### src/rtl/adder_stream_acc.sv
// Packet accumulator that streams 16-bit words through an external adder and
// presents {acc_hi, acc_lo}, a saturating word count and a sticky overflow flag.
module adder_stream_acc #(
  parameter int HI_W  = 8,
  parameter int CNT_W = 8
) (
  input  logic                 clk,
  input  logic                 rst_n,
  input  logic                 in_valid,
  output logic                 in_ready,
  input  logic [15:0]          in_data,
  input  logic                 in_last,
  output logic [15:0]          add_a,
  output logic [15:0]          add_b,
  output logic                 add_cin,
  input  logic [16:0]          add_sum,
  output logic                 out_valid,
  input  logic                 out_ready,
  output logic [16+HI_W-1:0]   out_sum,
  output logic [CNT_W-1:0]     out_count,
  output logic                 out_ovf,
  output logic                 state_dbg
);

  // Handshakes: a transfer happens on a rising edge where valid & ready are
  // both high; ready never depends on valid, and valid never depends on ready.
  typedef enum logic {
    ACC  = 1'b0,
    DONE = 1'b1
  } state_t;

  state_t            state, state_nxt;
  logic [15:0]       acc_lo;
  logic [HI_W-1:0]   acc_hi;
  logic [CNT_W-1:0]  count;
  logic              ovf;
  logic              in_fire;
  logic              out_fire;

  always_ff @(posedge clk or negedge rst_n) begin
    if (!rst_n) state <= ACC;
    else        state <= state_nxt;
  end

  always_comb begin
    state_nxt = state;
    in_ready  = 1'b0;
    out_valid = 1'b0;
    add_a     = 16'h0000;
    add_b     = 16'h0000;
    add_cin   = 1'b0;
    case (state)
      ACC: begin
        in_ready = 1'b1;
        add_a    = acc_lo;
        add_b    = in_data;
        if (in_valid && in_last) state_nxt = DONE;
      end
      DONE: begin
        out_valid = 1'b1;
        if (out_ready) state_nxt = ACC;
      end
      default: state_nxt = ACC;
    endcase
  end

  assign in_fire  = in_valid & in_ready;
  assign out_fire = out_valid & out_ready;

  always_ff @(posedge clk or negedge rst_n) begin
    if (!rst_n) begin
      acc_lo <= '0;
      acc_hi <= '0;
      count  <= '0;
      ovf    <= 1'b0;
    end else if (out_fire) begin
      acc_lo <= '0;
      acc_hi <= '0;
      count  <= '0;
      ovf    <= 1'b0;
    end else if (in_fire) begin
      acc_lo <= add_sum[15:0];
      acc_hi <= acc_hi + HI_W'(add_sum[16]);
      if (count != {CNT_W{1'b1}}) count <= count + 1'b1;
      // Carry out of a full upper field means the true sum no longer fits.
      if ((&acc_hi) && add_sum[16]) ovf <= 1'b1;
    end
  end

  assign out_sum   = {acc_hi, acc_lo};
  assign out_count = count;
  assign out_ovf   = ovf;
  assign state_dbg = state;

endmodule

### config.mk
export PLATFORM = sky130hd
export DESIGN_NAME = adder_stream_acc
export DESIGN_NICKNAME = d
export VERILOG_FILES = /design/src/rtl/adder_stream_acc.sv
export SDC_FILE = /design/constraint.sdc
export NUM_CORES = 1
export LEC_CHECK = 0
export BUFFER_PORTS_ARGS = -buffer_cell sky130_fd_sc_hd__buf_2
export CAP_MARGIN = 40
export CORE_ASPECT_RATIO = 0.9
export CORE_UTILIZATION = 30
export CTS_BUF_LIST = sky130_fd_sc_hd__clkbuf_4 sky130_fd_sc_hd__clkbuf_8
export DETAILED_ROUTE_END_ITERATION = 12
export PLACE_DENSITY = 0.57
export SETUP_SLACK_MARGIN = 0.2
export SLEW_MARGIN = 20
export SYNTH_ARGS = -nofsm -noshare
export SYNTH_HDL_FRONTEND = slang
export SYNTH_SLANG_ARGS = --single-unit
### constraint.sdc
create_clock -name clk -period 4 [get_ports clk]
set_input_delay 0.8 -clock clk [delete_from_list [all_inputs] [get_ports clk]]
set_output_delay 0.8 -clock clk [all_outputs]
set_load 0.01 [all_outputs]
Yosys cells after proc, flatten, opt, wreduce, memory -nomap -nowiden:

Index checks and enable logic that the tools add are counted.
W data, S select, Z words.

* muxes and demuxes: 17
* bitwise gates (word level): 3
* reduce and logical (&&, ||, !) cells: 8
* equality and inequality tests: 1
* $add $sub $neg: 2

Operators by type and width (count)
* $mux W16: 4
* $mux W8: 5
* $add A8 B1 Y8: 1
* $add A8 B1 Y8 const B: 1
* $ne A8 B8 Y1 const B: 1
* $reduce_and A8 Y1: 1
* $mux W1: 7
* $reduce_bool A2 Y1: 3
* $reduce_and A2 Y1: 2
* $and A1 B1 Y1: 2
* $logic_and A1 B1 Y1: 2
* $pmux W1 S2: 1
* $not A1 Y1: 1

* bits in registers: 34
* logic and storage cells: 36
* input port bits: 38

Longest topological paths before layout:

* depth in word-level cells: 5
* depth in mapped cells: 5
* gate-level depth less buffers: 4

Least setup slack after synthesis:

No wires, ideal clock.

* path kind: register -> output
* start point: register state (netlist: state_dbg)
* end point: output port add_a[0]
* stages on the path, launching flop included: 4
* arrival time: 1.068 ns
* path slack: 2.132 ns
* required time: 3.200 ns
* path buffers: 2
* cell sequence: dfrtp_1 -> buf_2 -> clkbuf_1 -> nor2b_1

* word-level cells in the longest chain between the ends: 1

RTL lines
* start, declared: line 32 `state_t state, state_nxt;`
* start signal, assigned: line 42 `else state <= state_nxt;`
* $mux W16: line 52 `case (state)`
* end, declared: line 13 `output logic [15:0] add_a,`

No other way between the ends.

Worst setup path in the final report:

* start point: register state (netlist: state_dbg)
* end point: output port in_ready

* word-level cells in the longest chain between the ends: 1

RTL lines
* $mux W1: line 52
* end, declared: line 10 `output logic in_ready,`

No other way between the ends.

==> results.toml <==
[final_layout]
final_util = 0.4331
fillerInstances = 586
nNetsFinal = 314
syn_to_final_growth_pct = 38.21
instances_no_fill = 344
diodes = 0
design_area_um2 = 2480
drive_gt1_frac = 0.4599

[timing]
hold_viol = 0
tightest_slew_ns = 0.8429
finalSetupViolations = 0
fin_skew_ns = 0.006944
setup_tns_ns = 0
drv_slew = 0
post-route-min-period_ns = 2.398
rsz0062_at_grt = "no"
fin_hold_ws_ns = 0.3644
post-route-period-util = 0.5996
slew_headroom = 0.4355
layout_setup_ws_ns = 1.602
fmax_mhz = 416.9

[setup_path]
cpMaxStageDelayCell = "dfrtp_1"
cp-start-kind = "register"
critPathKind = "reg -> out"
max_stage_delay_ns = 0.68
cp.depth = 3
worstPathCellList = "buf_4 > inv_1 > buf_2"
cp-end-kind = "output pin"
path_buf_inv = 3
crit_path_max_fanout = 30
r2r_cells = 4
required_ns = 3.20
critPathTopFamily = "flip-flops"
arrival_ns = 1.60

[run]
cap_violations = 0

[logic_synthesis]
synthTopCellsByCount = "dfrtp_1, nor2b_1, a22o_1, nand2_1"
syn_area_per_cell_um2 = 10.55
synthTopCellsByArea = "dfrtp_1, nor2b_1, a22o_1"
synth_edf_count = 0
synthDistinctLibCells = 43
synth.largest_area_cell = "dfrtp_1"
synthCells = 170
ys.flop_type = "dfrtp_1"
async_flop_share = 1.000
yosysWarnings = 0
ys_seq_area_frac = 0.4742
synth_top_cell_area_share = 0.4742
synth-seq-cells = 34
netlist_area_um2 = 1794
syn-num-nets = 211

[drt]
dr.pass1.iters = 4
postRouteAntennaNets = 0
vias = 1705
wire_per_inst_um = 14.32
drc_errors = 0
via_per_inst = 4.956
drt_wl_total_um = 4925
drt-initial-drc-count = 62

[cts]
htree_levels = 2
cts_resized = 0
clk_pin_slew_worst_paths_ns = 0.07
clock_latency_ns = 0.29
cts_setup_buffers = 0
cts_hold_buf = 0
cts-root-buf = "clkbuf_8"
cts_tree = "built"
cts_buffer_depth = 2
numCtsBuffers = 5
numClockSinks = 34

[place]
numPortBuffers = 105
hpwl_um = 3594
placed_cell_area_um2 = 2365
dp.cells = 335
globalplace.congestion = 0.7517
pre_cts_ws_ns = 1.675

[floorplan]
coreArea_um2 = 5725
io_pins = 107
dieArea_um2 = 6294
die_x_um = 83.52
die_y_um = 75.37
num_rows = 26
initial_core_util = 0.3134

[status]
status = "complete, no violations"

[global_routing]
track_usage = 0.1524
grt_pass1_vias = 1486
grt-ovfl-total = 0
grt_pass1_wl_um = 7458
grt_max_degree = 35
antenna_found_initial = 0

[min_path]
hp-class = "in -> async"

[pwr]
ir_drop_uv = 237.0
p_per_area_nw_per_um2 = 418.4
p_total_mw = 1.038
leakagePower_nw = 1.298
worst reg2reg max path: stages (launching register included):
cell and delay [ns]:
dfrtp_1 0.58, nor2b_2 0.75, buf_4 0.32, a21oi_1 0.08, o22ai_1 0.17
state kept, by name, summed over array words and instances (netlist names):
name,count
state_dbg,1
out_ovf,1
acc_hi,8
acc_lo,16
out_count,8
cells in the final DEF, fill, tap and decap left out, types with 2 or more instances in the layout:
master	n
buf_2	105
dfrtp_1	34
nor2b_1	33
a22o_1	17
nand2_1	10
nand3_1	6
clkbuf_8	6
inv_1	4
a21oi_1	4
o211ai_1	4
ha_1	3
o21ai_0	2
nand2b_1	2
mux2i_1	2
a41oi_1	2
a221oi_2	2
o311ai_1	2
o41ai_1	2
a31oi_1	2
nor3b_1	2
o21ai_1	2
buf_4	2
logic make-up (layout without fill, tap and decap cells):
family,Yosys count,count (layout),share of synthesized area
AOI/OAI and AO/OA,48,48,0.2190
buffers and inverters,17,121,0.05021
and+or+nand+nor,63,63,0.2120
DFF,34,34,0.4742
muxes,3,3,0.01674
adders and majority gates,3,3,0.02092
other,1,1,0.002090
xor gates and xnor gates,1,1,0.004882
power breakdown:
| part | switching [mW] | internal (mW) |
|---|---|---|
| combinational | 0.164 | 0.144 |
| sequential | 0.0695 | 0.394 |
| clock | 0.128 | 0.138 |
final timing paths:
kind	start	slack, ns	endpoint
setup reg to reg	state_dbg	2.02	acc_hi[3]
min in group clk	out_ovf	0.49	out_ovf
max in group asynchronous	rst_n	3.23	acc_lo[2]
setup / recovery	state_dbg	1.60	in_ready
hold / removal	rst_n	0.36	out_count[6]
hold reg to reg	out_ovf	0.49	out_ovf
layout make-up:
cell class / count / area [µm²] / share of cell area
clock inverter: 2 / 12.51 / 0.005045
clock buffer: 6 / 82.58 / 0.03330
timing repair buffer: 109 / 571.8 / 0.2306
sequential: 34 / 850.8 / 0.3431
inverter: 4 / 15.01 / 0.006054
multi-input combinational: 119 / 859.6 / 0.3466
tap: 70 / 87.58 / 0.03532
metal layers:
layer / up-vias / part of all wire / global-route usage
met5: - / 0 / 0
met4: 0 / 0.012 / 0.05650
met3: 6 / 0.067 / 0.04117
met2: 81 / 0.46 / 0.2495
met1: 791 / 0.46 / 0.1984
li1: 827 / - / -
No activity file was read; power rests on OpenSTA's default activity.
